### config.mk
export PLATFORM = sky130hd
export DESIGN_NAME = interp_rate_scheduler
export DESIGN_NICKNAME = d
export VERILOG_FILES = /design/src/rtl/interp_rate_scheduler.sv
export SDC_FILE = /design/constraint.sdc
export NUM_CORES = 1
export LEC_CHECK = 0
export CORE_ASPECT_RATIO = 0.9
export CORE_UTILIZATION = 55
export DETAILED_ROUTE_END_ITERATION = 10
export DONT_BUFFER_PORTS = 1
export GPL_TIMING_DRIVEN = 0
export PLACE_DENSITY_LB_ADDON = 0.2
export SLEW_MARGIN = 20
export SYNTH_ARGS = -nofsm -noshare
export SYNTH_HDL_FRONTEND = slang
export SYNTH_SLANG_ARGS = --single-unit
### constraint.sdc
create_clock -name clk_i -period 1.6 [get_ports clk_i]
set_clock_uncertainty 0.15 [all_clocks]
set_input_delay 0 -clock clk_i [delete_from_list [all_inputs] [get_ports clk_i]]
set_output_delay 0 -clock clk_i [all_outputs]
set_load 0.05 [all_outputs]
### src/rtl/interp_rate_scheduler.sv
// interp_rate_scheduler: rate-domain clock enables, one-word input buffer and underflow flagging for an interpolation chain
// Ports:
//   clk_i          system clock
//   rst_ni         asynchronous active-low reset
//   clk_enable_i   master tick at output (modulator) rate
//   run_i          1 = start/keep running, 0 = stop at the end of the current frame
//   in_valid_i     upstream sample valid
//   in_data_i      upstream sample
//   in_ready_o     buffer empty, can accept a sample
//   ce_vec_o       per-domain enables, [0] = output rate, [k] = 1/2**k rate
//   sample_out_o   sample for the input stage, valid with ce_vec_o[INTERP_LOG2]
//   underflow_o    1-cycle pulse: input tick found the buffer empty
//   uflow_sticky_o sticky underflow, cleared by clr_status_i
//   clr_status_i   clears the sticky flag (and the counter when present)
//   busy_o         scheduler not idle
//   uflow_count_o  saturating underflow count, present only with SCHED_UFLOW_CNT_EN defined
module interp_rate_scheduler #(
    parameter int DATA_W      = 20,
    parameter int INTERP_LOG2 = 4
) (
    input  logic                   clk_i,
    input  logic                   rst_ni,
    input  logic                   clk_enable_i,
    input  logic                   run_i,
    input  logic                   in_valid_i,
    input  logic [DATA_W-1:0]      in_data_i,
    output logic                   in_ready_o,
    output logic [INTERP_LOG2:0]   ce_vec_o,
    output logic [DATA_W-1:0]      sample_out_o,
    output logic                   underflow_o,
    output logic                   uflow_sticky_o,
    input  logic                   clr_status_i,
    output logic                   busy_o
`ifdef SCHED_UFLOW_CNT_EN
    ,output logic [15:0]           uflow_count_o
`endif
);
    typedef enum logic [1:0] {IDLE, PRIME, RUN} state_e;
    state_e                 state_q, state_d;
    logic [INTERP_LOG2-1:0] phase_q, phase_d;
    logic [INTERP_LOG2:0]   ce_q, ce_d;
    logic [DATA_W-1:0]      buf_q, buf_d, out_q, out_d;
    logic                   full_q, full_d, uf_q, uf_d, sticky_q, sticky_d;
    logic                   tick, in_tick, frame_end;
    always_comb begin
        tick      = (state_q == RUN) && clk_enable_i;
        in_tick   = tick && (phase_q == '0);
        frame_end = tick && (phase_q == '1);
        // domain k fires when the low k phase bits are all zero
        for (int k = 0; k <= INTERP_LOG2; k++)
            ce_d[k] = tick && ((phase_q & ~({INTERP_LOG2{1'b1}} << k)) == '0);
        phase_d  = (state_q != RUN) ? '0 : phase_q + INTERP_LOG2'(tick);
        state_d  = (state_q == IDLE  && run_i)              ? PRIME :
                   (state_q == PRIME && full_q)             ? RUN   :
                   (state_q == RUN   && frame_end && !run_i) ? IDLE : state_q;
        uf_d     = in_tick && !full_q;
        out_d    = (in_tick && full_q) ? buf_q : out_q;
        buf_d    = (in_valid_i && !full_q) ? in_data_i : buf_q;
        // capture needs an empty buffer and consume a full one, so they never collide
        full_d   = (in_tick && full_q) ? 1'b0 : (in_valid_i && !full_q) ? 1'b1 : full_q;
        sticky_d = uf_d || (sticky_q && !clr_status_i);
    end
    always_ff @(posedge clk_i or negedge rst_ni) begin
        if (!rst_ni) begin
            state_q  <= IDLE;
            phase_q  <= '0;
            ce_q     <= '0;
            buf_q    <= '0;
            out_q    <= '0;
            full_q   <= 1'b0;
            uf_q     <= 1'b0;
            sticky_q <= 1'b0;
        end else begin
            state_q  <= state_d;
            phase_q  <= phase_d;
            ce_q     <= ce_d;
            buf_q    <= buf_d;
            out_q    <= out_d;
            full_q   <= full_d;
            uf_q     <= uf_d;
            sticky_q <= sticky_d;
        end
    end
`ifdef SCHED_UFLOW_CNT_EN
    logic [15:0] cnt_q, cnt_d;
    // a new underflow wins over clear, so the count restarts at 1
    assign cnt_d = clr_status_i ? 16'(uf_d) : (uf_d && cnt_q != '1) ? cnt_q + 16'd1 : cnt_q;
    always_ff @(posedge clk_i or negedge rst_ni) begin
        if (!rst_ni) cnt_q <= '0;
        else         cnt_q <= cnt_d;
    end
    assign uflow_count_o = cnt_q;
`endif
    assign in_ready_o     = !full_q;
    assign ce_vec_o       = ce_q;
    assign sample_out_o   = out_q;
    assign underflow_o    = uf_q;
    assign uflow_sticky_o = sticky_q;
    assign busy_o         = (state_q != IDLE);
endmodule

==> results of run 1 <==
-- state kept, by name, indices dropped and copies added (netlist names) --
name            cells
buf_q              20
ce_vec_o            5
full_q              1
phase_q             4
sample_out_o       20
state_q             2
uflow_sticky_o      1
underflow_o         1
-- logic make-up (layout without fill, tap and decap cells) --
kind of cell,after synthesis,count (layout)
adders and majority gates,3,3
and+or+nand+nor,19,19
buffers and inverters,11,47
xor gates and xnor gates,2,2
AOI/OAI and AO/OA,5,5
muxes,40,40
DFF,54,54
-- cell type report --
| type | instances | area (um^2) |
|---|---|---|
| multi-input cells | 69 | 722 |
| flip-flops and latches | 54 | 1350 |
| well taps | 46 | 57.6 |
| clock buffers | 5 | 68.8 |
| repair buffers | 29 | 300 |
| plain buffers | 4 | 45.0 |
| inverters | 7 | 26.3 |
| fillers | 266 | 1120 |
| clock inverters | 2 | 10.0 |
-- path summary, 6_finish.rpt --
kind	depth (start not counted)	slack (ns)	to	start
min in group clk_i	3	0.12	buf_q[11]	in_valid_i
max reg2reg	4	-0.06	sample_out_o[8]	state_q[0]
min reg2reg	1	0.36	sample_out_o[14]	buf_q[14]
min	2	0.06	sample_out_o[14]	rst_ni
max	4	-0.06	sample_out_o[8]	state_q[0]
max in group asynchronous	2	1.01	full_q	rst_ni
-- per-layer routing --
layer  up-vias  wire [um]  share of wire  GRT usage
li1        524          -              -          -
met1       576       1530           0.40      0.214
met2        49       2010           0.52      0.330
met3        10        222          0.058     0.0658
met4         0         87          0.023     0.0942
met5         -          0              0          0
-- placed cells by master, fill, tap and decap left out --
cell type,Yosys,routed
dfrtp_2,0,1
nand4_1,1,1
clkbuf_8,0,5
nand4_4,1,1
mux2_2,21,21
nor2_2,0,2
nand2b_1,1,1
o21ai_0,2,2
o41ai_1,1,1
clkinv_2,0,2
ha_1,3,3
buf_8,0,2
xnor2_1,1,1
nor2_1,8,6
inv_1,7,7
o21a_1,1,1
nor2b_1,1,1
xor2_1,1,1
clkbuf_4,0,1
and3b_2,1,1
dlygate4sd3_1,0,25
buf_16,0,1
dfrtp_1,54,53
mux2_4,19,19
buf_4,0,4
or2_2,1,1
nand2_1,3,3
o22ai_1,1,1
nand3_1,2,2
-- critical path: stages, from the launching register on --
cell     delay (ns)
dfrtp_1        0.43
and3b_2        0.32
nand4_4        0.14
buf_8          0.19
mux2_4         0.31
-- synthesized netlist by cell type (all sizes together) --
cell | instances | area [um^2]
and3b | 1 | 10.0
buf | 4 | 32.5
dfrtp | 54 | 1350
ha | 3 | 37.5
inv | 7 | 26.3
mux2 | 40 | 522
nand2 | 3 | 11.3
nand2b | 1 | 6.26
nand3 | 2 | 10.0
nand4 | 2 | 27.5
nor2 | 8 | 30.0
nor2b | 1 | 6.26
o21a | 1 | 7.51
o21ai | 2 | 10.0
o22ai | 1 | 6.26
o41ai | 1 | 8.76
or2 | 1 | 6.26
xnor2 | 1 | 8.76
xor2 | 1 | 8.76
-- power groups by stage --
stage / clock network [W] / registers (W) / logic (W)
global placement: 0 / 0.00147 / 0.0000555
global route: 0.000769 / 0.00146 / 0.000155
floorplan: 0 / 0.00147 / 0.0000536
CTS: 0.000715 / 0.00145 / 0.000143
detailed placement: 0 / 0.00148 / 0.0000597
finish: 0.000693 / 0.00145 / 0.000141
-- through the flow --
step,instances,TNS (ns),total power [W],setup slack [ns],area (um^2)
2_1_floorplan,134,0,0.00152,0.0540,2130
3_5_place_dp,180,-0.987,0.00154,-0.0558,2180
6_report,216,-0.836,0.00229,-0.0624,2580
4_1_cts,215,-0.733,0.00231,-0.0463,2560
3_3_place_gp,180,-0.514,0.00153,-0.0301,2180
5_1_grt,216,-1.46,0.00238,-0.0820,2580
-- repair_timing --
action / 4_1_cts / 5_1_grt
pin swaps: 0 / 0
setup endpoints to repair: 20 / 41
cloned: 0 / 0
setup buffers: 2 / 1
gates resized for setup: 1 / 7
hold endpoints to repair: 81 / 0
hold buffers: 26 / 0
==> flow_summary_export.csv, run 1 <==
group,metric,value,unit
route,wl_per_cell,17.8,um
logic_synthesis,ys_ff_latch,54,
logic_synthesis,ys_types,22,
timing,timing.final.max_slew_violations,0,
setup_path,cp_max_fo,10,
cts,clk_pin_slew,0.09,ns
cts,cts_made_buffers,5,
timing,hold_viol,0,
finish,final_nets,199,
power,clockPowerShare,0.303,
logic_synthesis,synth_area,2130,um^2
cts,clock_tree.buffer_depth,2,
global_routing,grt_overflow,0,
cts,root_buffer,"clkbuf_8",
logic_synthesis,synthSimpleGateAreaFrac,0.0506,
finish,post-route-util,0.697,
timing,fin_hold_ws,0.0611,ns
logic_synthesis,syn_area_per_cell,15.9,um^2
power,p_comb_frac,0.062,
power,irDropWorstVdd,0.000722,V
global_routing,grt_pass1_vias,1184,
global_routing,grt_usage,0.192,
route,vias_per_cell,5.37,
power,pwr_density_cell,885,nW/um^2
power,cellInternalPower,0.00181,W
floorplan,start_util,0.574,
setup_path,cp.required,1.63,ns
timing,rsz0062_at_grt,"true",
power,switching_share,0.209,
timing,setup_viol_count_final,20,
cts,cts.sinks,54,
run,cap_violations,0,
finish,antenna_cells,0,
logic_synthesis,synth_fa_ha_area_frac,0.0176,
logic_synthesis,synth_compound_area_frac,0.0153,
floorplan,die_w,67.6,um
timing,fin_crit_sh,1.04,
global_routing,antenna_found_initial,0,
timing,fmax,602,MHz
timing,period_needed,1.66,ns
route,postRouteAntennaNets,0,
placed_design,hpwl,2400,um
timing,slew-limit-headroom,0.657,
logic_synthesis,synthMuxAreaShare,0.245,
power,power.leakage,1.29,nW
timing,setup_ws,-0.0624,ns
setup_path,critical_path.endpoint_type,"flip-flop",
floorplan,rows,21,
power,p_sw,0.000478,W
route,drt-initial-drc-count,30,
placed_design,place.gp.congestion,0.813,
route,dr_total_vias,1159,
floorplan,io_pins,55,
setup_path,worst-setup-path-type,"flip-flop to flip-flop",
logic_synthesis,syn_inst,134,
logic_synthesis,synth-xor-area-share,0.00824,
timing,worst_pin_slew,0.514,ns
route,dr.pass1.iters,6,
status,violations,"negative setup slack",
cts,cts_tree,"yes",
logic_synthesis,synth_top_family_by_area,"multiplexers",
finish,drive_gt1_frac,0.359,
route,post-route-drc-count,0,
floorplan,die_h,61.0,um
floorplan,coreArea,3700,um^2
power,seqPwrFrac,0.635,
global_routing,grt_pass1_wl,5460,um
setup_path,critPathArrivalTime,1.69,ns
placed_design,portBuffers,0,
global_routing,grt_max_degree,55,
logic_synthesis,ys_warn_count,0,
cts,clk_latency,0.29,ns
status,status,"finished with violations",
finish,areaGrowthSynthToFinish,21.4,%
cts,cts_max_level,2,
route,wirelength,3850,um
logic_synthesis,ys_seq_area_frac,0.635,
setup_path,crit_path_start_kind,"flip-flop",
hold_path,hold_class,"primary input to async pin",
logic_synthesis,syn_nets,163,
floorplan,dieArea,4120,um^2
No activity file was read; power rests on OpenSTA's default activity.
==> inputs of run 2 (changes only) <==
- CELL_PAD_IN_SITES_DETAIL_PLACEMENT: not set -> 1
- CELL_PAD_IN_SITES_GLOBAL_PLACEMENT: not set -> 1
- CORE_MARGIN: not set -> 5
- CORE_UTILIZATION: 55 -> 45
==> flow_summary_export.csv, run 2 (synthesized netlist as in run 1, its figures left out) <==
group,metric,value,unit
finish,final_cell_mix,"dfrtp_1, dlygate4sd3_1, mux2_2",
global_routing,grt_pass1_vias,1298,
setup_path,r2r-start,"state_q[0]",
route,postRouteAntennaNets,0,
setup_path,critical_path.endpoint_type,"flip-flop",
timing,period_needed,1.60,ns
status,status,"finished with violations",
route,wirelength,4350,um
power,power.leakage,1.29,nW
placed_design,portBuffers,0,
cts,root_buffer,"clkbuf_8",
global_routing,grt_usage,0.153,
finish,nFillCells,435,
power,clockPowerShare,0.340,
setup_path,critPathArrivalTime,1.64,ns
cts,clock_tree.buffer_depth,2,
placed_design,place.gp.congestion,0.789,
timing,fmax,624,MHz
finish,post-route-util,0.580,
finish,areaGrowthSynthToFinish,23.2,%
timing,setup_ws,-0.00140,ns
timing,worst_pin_slew,0.511,ns
finish,antenna_cells,0,
timing,setup_viol_count_final,1,
power,pwr_density_cell,923,nW/um^2
cts,clk_latency,0.30,ns
power,seqPwrFrac,0.601,
route,vias_per_cell,4.94,
timing,fin_crit_sh,1.00,
cts,cts_max_level,2,
global_routing,grt_overflow,0,
power,p_sw,0.000508,W
placed_design,hpwl,2930,um
setup_path,r2r_end,"sample_out_o[14]",
cts,cts.sinks,54,
global_routing,antenna_found_initial,0,
finish,final_nets,199,
power,cellInternalPower,0.00191,W
timing,timing.final.max_slew_violations,0,
floorplan,die_h,75.2,um
cts,cts_made_buffers,5,
route,post-route-drc-count,0,
status,violations,"negative setup slack",
cts,cts_tree,"yes",
route,dr.pass1.iters,2,
floorplan,dieArea,6200,um^2
floorplan,start_util,0.471,
setup_path,reg2reg_slack,-0.001,ns
finish,layout_commonest_cell,"dfrtp_1",
finish,drive_gt1_frac,0.363,
setup_path,worst-setup-path-type,"flip-flop to flip-flop",
floorplan,coreArea,4520,um^2
setup_path,crit_path_start_kind,"flip-flop",
finish,stdcell_area,2620,um^2
power,irDropWorstVdd,0.000525,V
setup_path,cp.required,1.64,ns
route,dr_total_vias,1152,
floorplan,io_pins,55,
setup_path,cp_max_fo,10,
route,drt-initial-drc-count,20,
setup_path,ff2ff_path_depth,4,
run,cap_violations,0,
timing,rsz0062_at_grt,"true",
route,wl_per_cell,18.7,um
placed_design,place_area,2200,um^2
global_routing,grt_pass1_wl,6810,um
timing,hold_viol,0,
floorplan,die_w,82.5,um
power,switching_share,0.210,
cts,clk_pin_slew,0.09,ns
hold_path,hold_class,"primary input to async pin",
floorplan,rows,23,
timing,slew-limit-headroom,0.659,
global_routing,grt_max_degree,55,
power,p_comb_frac,0.060,
==> run 2: changes by cell type in the layout (fill, tap and decap cells not counted) <==
cell | previous run | this run
clkbuf_8 | 5 | 7
clkinv_2 | 2 | 0
buf_8 | 2 | 0
clkbuf_4 | 1 | 0
buf_6 | 0 | 2
clkinv_4 | 0 | 1
buf_4 | 4 | 5
==> run 2: how the worst max path moves through the flow <==
stage               start               end  slack (ns)
3_5_place_dp   state_q[0]   sample_out_o[2]       -0.07
4_1_cts        state_q[0]   sample_out_o[2]      -0.008
3_3_place_gp   state_q[0]   sample_out_o[9]       -0.05
6_report       state_q[0]  sample_out_o[14]      -0.001
2_1_floorplan  state_q[0]  sample_out_o[10]        0.05
5_1_grt        state_q[0]  sample_out_o[14]       -0.06
==> run 2: repair_timing <==
action                     4_1_cts  5_1_grt
cloned                           0        0
hold endpoints to repair        79        0
hold buffers                    26        0
buffers inserted                 3        0
gates resized for setup          2        5
pin swaps                        0        1
setup endpoints to repair       20       40
==> run 2: critical path, cell delays in order (launching register included) <==
cell,delay [ns]
dfrtp_1,0.41
and3b_2,0.30
nand4_4,0.13
buf_6,0.19
mux2_4,0.31
==> run 2: layout make-up <==
cell class / instances / area, um^2 / share of cell area
tap: 62 / 77.6 / 0.0296
buffer: 4 / 37.5 / 0.0143
clock buffer: 7 / 96.3 / 0.0368
multi-input combinational: 69 / 722 / 0.275
timing repair buffer: 29 / 300 / 0.115
clock inverter: 1 / 8.76 / 0.00334
sequential: 54 / 1350 / 0.516
inverter: 7 / 26.3 / 0.0100
==> run 2: power groups by stage <==
stage	combinational (W)	clock, W	sequential (W)
final	0.000145	0.000821	0.00145
after global placement	0.0000558	0	0.00147
after global routing	0.000160	0.000906	0.00146
after detailed placement	0.0000608	0	0.00148
after CTS	0.000147	0.000841	0.00145
after floorplan	0.0000536	0	0.00147
==> run 2: routing by layer <==
layer  global-route usage  vias up  wire (um)
met2                0.261       36       2230
met1                0.181      579       1750
met5                    0        -          0
li1                     -      529          -
met4               0.0443        0         47
met3               0.0574        8        322
==> run 2: metrics by stage <==
step / hold slack [ns] / total power [W] / setup WS (ns) / cells / TNS (ns)
4_1_cts: 0.0706 / 0.00244 / -0.00807 / 233 / -0.0221
2_1_floorplan: -0.446 / 0.00152 / 0.0540 / 134 / 0
6_report: 0.0610 / 0.00242 / -0.00140 / 233 / -0.00140
3_3_place_gp: -0.444 / 0.00153 / -0.0476 / 196 / -0.846
3_5_place_dp: -0.444 / 0.00154 / -0.0745 / 196 / -1.30
5_1_grt: 0.0889 / 0.00253 / -0.0619 / 233 / -0.987
==> inputs of run 3 (changes only) <==
- PLACE_DENSITY_LB_ADDON: 0.2 -> 0.1
==> flow_summary_export.csv, run 3 (synthesized netlist as in run 1, its figures left out) <==
group,metric,value,unit
status,status,"finished with violations",
status,violations,"negative setup slack",
placed_design,placed_cells,196,
cts,cts_max_level,2,
cts,cts_made_buffers,5,
finish,layout_commonest_cell,"dfrtp_1",
timing,slew-limit-headroom,0.662,
run,cap_violations,0,
route,dr_total_vias,1159,
setup_path,cp_max_fo,10,
finish,multi_input_area,722,um^2
power,power.leakage,1.29,nW
route,dr.pass1.iters,4,
cts,root_buffer,"clkbuf_8",
cts,cts_tree,"yes",
setup_path,critPathArrivalTime,1.65,ns
floorplan,dieArea,6200,um^2
finish,nFillCells,442,
finish,final_cells,234,
global_routing,grt_pass1_wl,6710,um
global_routing,antenna_found_initial,0,
timing,fin_crit_sh,1.01,
timing,hold_viol,0,
timing,rsz0062_at_grt,"true",
timing,timing.final.max_slew_violations,0,
route,postRouteAntennaNets,0,
cts,cts.sinks,54,
cts,clk_pin_slew,0.09,ns
global_routing,grt_usage,0.147,
global_routing,grt_pass1_vias,1309,
timing,setup_ws,-0.0215,ns
timing,worst_pin_slew,0.508,ns
route,vias_per_cell,4.95,
setup_path,critical_path.endpoint_type,"flip-flop",
timing,setup_viol_count_final,19,
route,wl_per_cell,18.1,um
timing,fmax,617,MHz
finish,antenna_cells,0,
global_routing,grt_overflow,0,
placed_design,hpwl,2930,um
floorplan,die_h,75.2,um
finish,final_cell_mix,"dfrtp_1, dlygate4sd3_1, mux2_2",
route,wirelength,4240,um
finish,final_nets,200,
floorplan,rows,23,
setup_path,worst-setup-path-type,"flip-flop to flip-flop",
setup_path,worstPathCellList,"and3b_2, nand4_4, buf_6, mux2_4",
finish,areaGrowthSynthToFinish,23.1,%
route,drt-initial-drc-count,30,
hold_path,hold_class,"primary input to async pin",
route,post-route-drc-count,0,
finish,post-route-util,0.579,
placed_design,place.gp.congestion,0.771,
finish,drive_gt1_frac,0.360,
power,pwr_density_cell,899,nW/um^2
power,irDropWorstVdd,0.000452,V
setup_path,cpPeakStageDelay,0.41,ns
floorplan,coreArea,4520,um^2
timing,period_needed,1.62,ns
setup_path,slowest_stage,"dfrtp_1",
cts,clk_latency,0.30,ns
floorplan,die_w,82.5,um
setup_path,cp.required,1.63,ns
finish,seq_area,1350,um^2
cts,clock_tree.buffer_depth,2,
global_routing,grt_max_degree,55,
placed_design,portBuffers,0,
setup_path,crit_path_start_kind,"flip-flop",
floorplan,start_util,0.471,
floorplan,io_pins,55,
-- run 3: changes by cell type in the layout (fill, tap and decap cells not counted), sizes merged --
cell	change
clkbuf	+1
clkinvlp	+1
buf	-1
-- run 3: path summary, 6_finish.rpt --
| path | slack, ns | from | cells after the start | endpoint |
|---|---|---|---|---|
| worst min-delay path | 0.05 | rst_ni | 2 | underflow_o |
| worst min register to register | 0.36 | buf_q[12] | 1 | sample_out_o[12] |
| worst max register to register | -0.02 | state_q[0] | 4 | sample_out_o[13] |
| min in group clk_i | 0.14 | in_valid_i | 3 | buf_q[14] |
| worst max-delay path | -0.02 | state_q[0] | 4 | sample_out_o[13] |
| max in group asynchronous | 1.00 | rst_ni | 2 | ce_vec_o[3] |
-- run 3: stage by stage --
step | TNS, ns | setup WS (ns) | total power (W) | area [um^2] | hold slack [ns]
after floorplan | 0 | 0.0540 | 0.00152 | 2130 | -0.446
after global placement | -0.704 | -0.0407 | 0.00153 | 2200 | -0.444
after detailed placement | -0.990 | -0.0570 | 0.00154 | 2200 | -0.444
after CTS | -0.380 | -0.0278 | 0.00240 | 2600 | 0.0537
after global routing | -0.831 | -0.0508 | 0.00247 | 2620 | 0.0851
final | -0.239 | -0.0215 | 0.00235 | 2620 | 0.0549
-- run 3: cell type report --
| type | count | area share |
|---|---|---|
| Buffer | 4 | 0.0143 |
| Clock buffer | 6 | 0.0315 |
| Clock inverter | 2 | 0.00478 |
| Inverter | 7 | 0.0100 |
| Multi-Input combinational cell | 69 | 0.276 |
| Sequential cell | 54 | 0.516 |
| Tap cell | 62 | 0.0296 |
| Timing Repair Buffer | 30 | 0.118 |
-- run 3: where the power goes --
group | internal (W) | switching (W)
logic | 0.0000920 | 0.0000505
clock network | 0.000348 | 0.000412
registers | 0.00142 | 0.0000294
-- run 3: critical path: cells and delay by family (launching register included) --
kind	cells	cell delay, ns
multiplexers	1	0.30
AND/OR/NAND/NOR	2	0.45
flip-flops	1	0.41
buffers and inverters	1	0.20
-- run 3: timing repair --
item	4_1_cts	5_1_grt
hold buffers	26	0
resized for setup	2	2
endpoints found under the setup margin	21	35
pin swaps	1	0
endpoints found under the hold margin	81	0
buffers inserted	2	2
-- run 3: per-layer routing --
layer | wire length, um | GRT usage | share of wire | vias to the layer above
li1 | - | - | - | 526
met1 | 1730 | 0.184 | 0.41 | 592
met2 | 2120 | 0.240 | 0.50 | 36
met3 | 344 | 0.0502 | 0.081 | 5
met4 | 40 | 0.0498 | 0.0094 | 0
met5 | 0 | 0 | 0 | -
